### src/rtl/reg_file.sv
// ---------------------------------------------------------------------------
// reg_file
//   Eight-entry (2**ADDR_W) general register file with two asynchronous read
//   ports, one synchronous write port and a PC shadow register that samples r0.
//
//   Ports
//     clka          sole clock; all state updates on its rising edge
//     reset_in      asynchronous active-high reset; clears r0..rN and reg0_out
//     clkb          phase-B strobe of the two-phase system; ignored here
//     pc_latch_clk  synchronous enable; loads the pre-edge r0 into reg0_out
//     we_reg_in     synchronous write enable
//     rd_in         write address
//     data_in       write data
//     sr1_in/sr2_in read addresses
//     sr1_out/sr2_out combinational read data (no write-through bypass)
//     reg0_out      PC shadow register
// ---------------------------------------------------------------------------
module reg_file #(
    parameter int DATA_W = 8,
    parameter int ADDR_W = 3
) (
    input  logic              clka,
    input  logic              reset_in,
    input  logic              clkb,
    input  logic              pc_latch_clk,
    input  logic              we_reg_in,
    input  logic [ADDR_W-1:0] rd_in,
    input  logic [DATA_W-1:0] data_in,
    input  logic [ADDR_W-1:0] sr1_in,
    input  logic [ADDR_W-1:0] sr2_in,
    output logic [DATA_W-1:0] sr1_out,
    output logic [DATA_W-1:0] sr2_out,
    output logic [DATA_W-1:0] reg0_out
);

    localparam int NUM_REGS = 1 << ADDR_W;

    // Current contents of every register, gathered for the read muxes.
    logic [DATA_W-1:0] regs_rd [NUM_REGS];

    // clkb belongs to the system clocking scheme but carries no function
    // inside this block; it is deliberately left unconnected to any state.
    logic clkb_unused;
    assign clkb_unused = clkb;

    genvar gi;
    generate
        for (gi = 0; gi < NUM_REGS; gi++) begin : g_reg
            logic [DATA_W-1:0] r_q;
            logic [DATA_W-1:0] r_d;

            always_comb begin
                r_d = r_q;
                if (we_reg_in && (rd_in == ADDR_W'(gi))) begin
                    r_d = data_in;
                end
            end

            always_ff @(posedge clka or posedge reset_in) begin
                if (reset_in) begin
                    r_q <= '0;
                end else begin
                    r_q <= r_d;
                end
            end

            assign regs_rd[gi] = r_q;
        end
    endgenerate

    // Reads come straight from the flops, so a same-cycle write to the
    // addressed register only shows up after the clka edge.
    assign sr1_out = regs_rd[sr1_in];
    assign sr2_out = regs_rd[sr2_in];

    // PC shadow: samples r0's flop output, so a write to r0 on the same edge
    // is not seen until a later latch.
    logic [DATA_W-1:0] reg0_q;
    logic [DATA_W-1:0] reg0_d;

    always_comb begin
        reg0_d = reg0_q;
        if (pc_latch_clk) begin
            reg0_d = regs_rd[0];
        end
    end

    always_ff @(posedge clka or posedge reset_in) begin
        if (reset_in) begin
            reg0_q <= '0;
        end else begin
            reg0_q <= reg0_d;
        end
    end

    assign reg0_out = reg0_q;

endmodule

### config.mk
export PLATFORM = sky130hd
export DESIGN_NAME = reg_file
export DESIGN_NICKNAME = d
export VERILOG_FILES = /design/src/rtl/reg_file.sv
export SDC_FILE = /design/constraint.sdc
export NUM_CORES = 1
export LEC_CHECK = 0
export ABC_AREA = 1
export CAP_MARGIN = 10
export CORE_AREA = 2 2 66 115
export DETAILED_ROUTE_END_ITERATION = 16
export DIE_AREA = 0 0 68 117
export PLACE_DENSITY = 0.79
export SLEW_MARGIN = 25
export SYNTH_ARGS = -nofsm -noshare
export SYNTH_HDL_FRONTEND = slang
export SYNTH_SLANG_ARGS = --single-unit
export TNS_END_PERCENT = 1
### constraint.sdc
create_clock -name clka -period 4.04 [get_ports clka]
set_input_delay 0.808 -clock clka [delete_from_list [all_inputs] [get_ports clka]]
set_output_delay 0.808 -clock clka [all_outputs]
set_load 0.03 [all_outputs]
==> run summary, run 1 <==
The critical path is of the primary input to primary output type. The number of global-route vias before repair was 4031. Termination of the worst setup path: sr1_out[2]. The placed instances occupy a cell area of 0.00449 mm2.

The share of the Yosys chip area taken by registers is 44.0%. The clock period minus final worst setup slack works out to 3.48 ns. At the pin with the least slew margin, the transition time is 0.704 ns. The number of standard cells after synthesis came out at 616. The later pin in the worst-skew pair is clocked with a latency of 0.34 ns.

The fmax was 288 MHz. The number of iterations in the first detailed-routing pass came out at 5. In this run the core area contains 41 standard-cell rows.

Largest net degree at the start of global routing: 33. The cell count of the worst reg-to-reg path was 2. Summed over all layers, the routed wires come to 11500 um.

The commonest cells after synthesis are 279 x nand2_1, 83 x inv_1, 72 x dfrtp_1. The run gives 0.00180 mm2 as the area used by multi-input combinational logic. The number of enable flip-flop cells after synthesis was 0; the highest fanout seen on the critical path was 32. Summing over every cut layer, the via total after detailed routing is 4126. The predominant post-synthesis flop cell was dfrtp_1.

The synthesized netlist contains 14 unique library cells. Quantity of I/O buffers inserted on ports: 44. The number of filler instances in the final layout is 632. The count of buffers added by post-CTS timing repair for setup was 0. Setup repair after global routing left no endpoint under its margin. In this run the cell area of the synthesized design comes to 0.00409 mm2. The run gives 0 ns as the sum of negative setup slack. The count of warnings emitted by yosys came out at 0.

In the global route stage, overall resource usage came out at 32.1%. After global routing the overflow that remains totals 0. The run finished with clean final reports.

The H-tree depth came out at 3. The average size of a mapped cell is 6.64 um2, and the layout overhead on the synthesized area is 17.0%. The number of buffers on the longest clock path was 2; the net count reported at finish was 670. STA classifies the critical path startpoint as a primary input. The static leakage was 2.66 nW.

By area the synthesized netlist is led by dfrtp_1 44%, nand2_1 26%, nand3_1 8.0%. The number of hold violations in the final report is 0, and the number of hold buffers added after cts is 0. Dividing total power by cell area gives a power density of 490 mW/mm2.

The DRC violation count after routing came out at 0. The via count normalized by instance count works out to 5.58. Across all register-to-register paths, the minimum setup slack is 3.32 ns. CTS saw 72 sinks. The most area-hungry cell type in the Yosys netlist was dfrtp_1. The max-slew violation count is 0, and the clock input transition at the sequential cells of the worst setup and hold paths is 0.06 ns. Across the whole layout, storage elements account for 0.00180 mm2. For this run, asynchronously set or reset flops after synthesis account for 100%. The synthesized design devotes to its leading area cell type 44.0% of total area. STA classifies the critical path endpoint as a primary output. Measured along the x axis, the die boundary spans 68 um. In this run, the number of DRC markers left after iteration 0 of detailed routing was 417.

The total CTS buffers is 9, and the sum of net half-perimeters after detailed placement is 7690 um. The tools report the final instance area as 0.00479 mm2. Initial antenna violation count: 0. Max-cap violations in this run came to 0. The startpoint of the lowest-slack register-to-register path was g_reg[0].r_q[5].

Worst clock skew: 0.00289 ns. The first global-routing pass estimated 18900 um of wire. Counting flops and latches in the post-synthesis netlist gives 72.

The tools report the area of the core region as 0.00708 mm2. STA puts the critical path data arrival time at 2.67 ns. By instance count, the leading cell after synthesis is nand2_1.

The path class of the tightest hold or removal check is register to register. The vertical extent of the die came out at 117 um. The congestion estimate from routability-driven global placement came to 0.912.

Average detailed-routed wire length per instance: 15.5 um. The logs give 638 for the number of nets in the synthesized netlist and 3.23 ns for the required time of the critical path. The number of placed I/O pins was 46; the fraction of layout cells with a size suffix above 1 was 6.58%. The timing startpoint of the critical path was sr1_in[0].

The area of the die is 0.00796 mm2, and the number of instances resized during post-cts repair is 0. The number of antenna diodes in the final layout is 0. Measured against its own limit, the worst slew margin works out to 53.0%. TritonCTS built the clock tree. The worst register-to-register path ends at reg0_out[5]. For the final setup violation count, the log shows 0. The remaining antenna violation count after routing is 0, and the ratio of final minimum period to clock period is 86.0%. IR analysis of the VDD net gives a maximum drop of 0.325 mV. The cell sitting at the root of the clock tree is a clkbuf_16.

The initial core utilization was 57.8%.
cell families after synthesis:
family,count (synthesis),share of synthesized area (%)
buf+inv,115,12.0
flops,72,44.0
simple gates,357,35.1
compound gates,72,8.81
registers in the layout, indices dropped and copies added (netlist names):
register,flops
g.r_q,64
reg0_out,8
power breakdown:
group          internal [mW]  switching [mW]
Sequential             0.856          0.0668
Clock                  0.510           0.292
Combinational          0.216           0.403
worst min path at each step:
stage / cells after the start / end / start / slack, ns
6_report: 2 / g_reg[5].r_q[0] / g_reg[5].r_q[0] / 0.48
5_1_grt: 2 / g_reg[5].r_q[0] / g_reg[5].r_q[0] / 0.52
4_1_cts: 2 / g_reg[1].r_q[4] / g_reg[1].r_q[4] / 0.49
3_5_place_dp: 2 / g_reg[1].r_q[4] / g_reg[1].r_q[4] / 0.47
3_3_place_gp: 2 / g_reg[3].r_q[7] / g_reg[3].r_q[7] / 0.47
2_1_floorplan: 2 / g_reg[0].r_q[0] / g_reg[0].r_q[0] / 0.45
layer usage:
metal | vias up | share of wire (%) | GRT usage, %
met2 | 209 | 51 | 52.9
met1 | 1914 | 38 | 38.8
met5 | - | 0 | 0
met3 | 53 | 7.1 | 5.93
met4 | 0 | 4.6 | 17.7
li1 | 1950 | - | -
layout by cell type, fill, tap and decap left out:
master / instances
a21oi_1: 8
buf_4: 25
bufinv_16: 1
clkbuf_1: 2
clkbuf_16: 9
clkbuf_8: 2
clkdlybuf4s50_1: 28
clkinv_2: 2
dfrtp_1: 72
inv_1: 81
inv_2: 2
nand2_1: 279
nand3_1: 65
nor2_1: 11
nor2_2: 1
nor3_4: 1
o21ai_0: 64
per-stage QoR:
stage | setup slack, ns | cells | power, mW | util [%] | hold slack [ns]
finish | 0.564 | 739 | 2.34 | 67.6 | 0.484
global route | 0.494 | 739 | 2.48 | 67.6 | 0.515
CTS | 0.511 | 739 | 2.35 | 67.6 | 0.487
floorplan | 1.41 | 616 | 1.35 | - | 0.453
global placement | 0.585 | 723 | 1.52 | 63.4 | 0.467
detailed placement | 0.518 | 723 | 1.54 | 63.4 | 0.473
area by class of cell:
type,instances,area share [%]
flip-flops and latches,72,37.6
multi-input cells,429,37.5
clock buffers,13,5.44
repair buffers,53,9.78
inverters,83,6.51
clock inverters,3,0.837
well taps,86,2.25
critical path: stages:
cell and delay, ns:
clkdlybuf4s50_1 0.69, inv_1 0.14, buf_4 0.38, nand2_1 0.15
nand3_1 0.10, nand2_1 0.06, nand2_1 0.06, nand2_1 0.09
buf_4 0.18
(Power assumes the default switching activity.)
==> run 2: changes to the inputs <==
ABC_CLOCK_PERIOD_IN_PS = 4040   (was not set)
==> results of run 2 <==
The final DEF is identical to that of run 1; final timing and power are the same.
==> RTL change, RTL diff (settings of run 2) <==
The parameter `ADDR_W` goes from 3 to 2.
--- a/src/rtl/reg_file.sv
+++ b/src/rtl/reg_file.sv
@@ -18,5 +18,5 @@
 module reg_file #(
     parameter int DATA_W = 8,
-    parameter int ADDR_W = 3
+    parameter int ADDR_W = 2
 ) (
     input  logic              clka,
Interface: changed (resized rd_in, sr1_in and sr2_in); port bits go from 46 to 43. The function was not compared with the original's and may differ.
==> RTL change against run 2 <==
Largest power group unchanged. Total power fell by 45%. Fmax fell by 0.50%. Worst setup slack got worse by 17 ps. Sequential share of layout area fell by 3.3 points. Area after synthesis fell by 43%. Cell area fell by 39%. Register-to-register slack got worse by 30 ps. Sequential cell count fell by 32. Clock skew rose by 0.67 ps. Critical path type unchanged. Wire length fell by 46%.
==> RTL change: results <==
metrics = {
    "run_status": {
        "outcome": "finished clean",
    },
    "finish": {
        "clk_share_pct": 5.11,
        "largest_reg_flops": 32,
        "final-nonclk-buf-share_pct": 15.1,
        "layout.nets": 379,
        "insertedDiodeCount": 0,
        "nNonClkInverters": 47,
        "drive_above_1_share_pct": 8.59,
        "register_area_mm2": 0.00100,
        "clkbuf_count": 6,
        "fill_cells": 735,
    },
    "hold_path": {
        "min_to": "g_reg[1].r_q[6]$_DFFE_PP0P_",
        "hp-start": "g_reg[1].r_q[6]$_DFFE_PP0P_",
    },
    "cts": {
        "htreeDepth": 2,
        "cts_num_sinks": 40,
        "cts_buffers": 5,
        "clk_latency_ps": 290,
    },
    "worst_setup_path": {
        "endpoint": "sr1_out[6]",
        "r2r_slack_ps": 3290,
        "cp_max_fo": 9,
        "r2r-start": "g_reg[0].r_q[3]$_DFFE_PP0P_",
        "r2r_end": "reg0_out[3]$_DFFE_PP0P_",
        "startpoint": "sr1_in[1]",
    },
    "place": {
        "io_buffers": 41,
        "hpwl_um": 4680,
        "gp_congestion": 0.858,
    },
    "detailed_routing": {
        "drt_iter0_drc": 156,
        "firstDrtPassIters": 4,
        "routedWlPerCell_um": 13.9,
        "num_vias": 2220,
    },
    "yosys": {
        "syn_nets": 343,
        "synthTopCellsByArea": "dfrtp_1, nand2_1, nand3_1, inv_1, nand4_1",
        "ys_types": 17,
        "ys_seq_area_share_pct": 42.8,
    },
    "grt": {
        "grt_pass1_wl_um": 9940,
        "grt_max_degree": 41,
        "grt_usage_pct": 17.1,
        "grt_pass1_vias": 2074,
    },
    "pwr": {
        "leakage_uw": 0.00155,
        "intPower_uw": 852,
        "ir_worst_vdd_mv": 0.205,
    },
    "timing": {
        "slew_headroom_pct": 51.3,
        "whs_ps": 472,
        "fin_skew_ps": 3.55,
    },
}
## RTL change: cell types whose count changed in the layout (fill, tap and decap cells not counted), sizes merged
cell / run 2 / this run
dfrtp: 72 / 40
o21ai: 64 / 8
clkbuf: 13 / 6
bufinv: 1 / 0
buf: 25 / 4
nor3: 1 / 0
nand3: 65 / 43
inv: 83 / 47
nor2: 12 / 9
nand4: 0 / 16
nand2: 279 / 137
clkdlybuf4s50: 28 / 41
## RTL change: through the flow
step / setup slack, ps / utilization (%) / power, uW / instance area [um^2] / instances
floorplan: 1750 / - / 755 / 2340 / 324
detailed placement: 575 / 39.1 / 898 / 2770 / 439
finish: 547 / 41.2 / 1290 / 2910 / 447
CTS: 570 / 41.2 / 1300 / 2910 / 447
global route: 467 / 41.2 / 1360 / 2910 / 447
global placement: 581 / 39.1 / 888 / 2770 / 439
## RTL change: worst max-delay path: stages
cell	delay, ps
clkdlybuf4s50_1	600
inv_1	330
nand3_1	140
nand2_1	120
clkdlybuf4s50_1	680
## RTL change: cell families (layout without fill, tap and decap cells)
logic type / count (synthesis) / in the layout / share of synthesized area, %
DFF: 40 / 40 / 42.8
buffers and inverters: 63 / 100 / 12.7
AOI/OAI and AO/OA: 16 / 16 / 4.71
and+or+nand+nor: 205 / 205 / 39.8
## RTL change: per-layer routing
layer | wire length [um] | vias to the layer above | track usage, %
li1 | - | 1085 | -
met1 | 2300 | 1037 | 18.9
met2 | 3290 | 76 | 28.9
met3 | 270 | 22 | 3.06
met4 | 342 | 0 | 11.7
met5 | 0 | - | 0
## RTL change: power by group through the flow
stage               sequential, uW  clock [uW]  combinational [uW]
floorplan                      521           0                 235
global placement               505           0                 383
detailed placement             506           0                 392
CTS                            500         404                 394
global route                   508         419                 432
finish                         501         394                 391
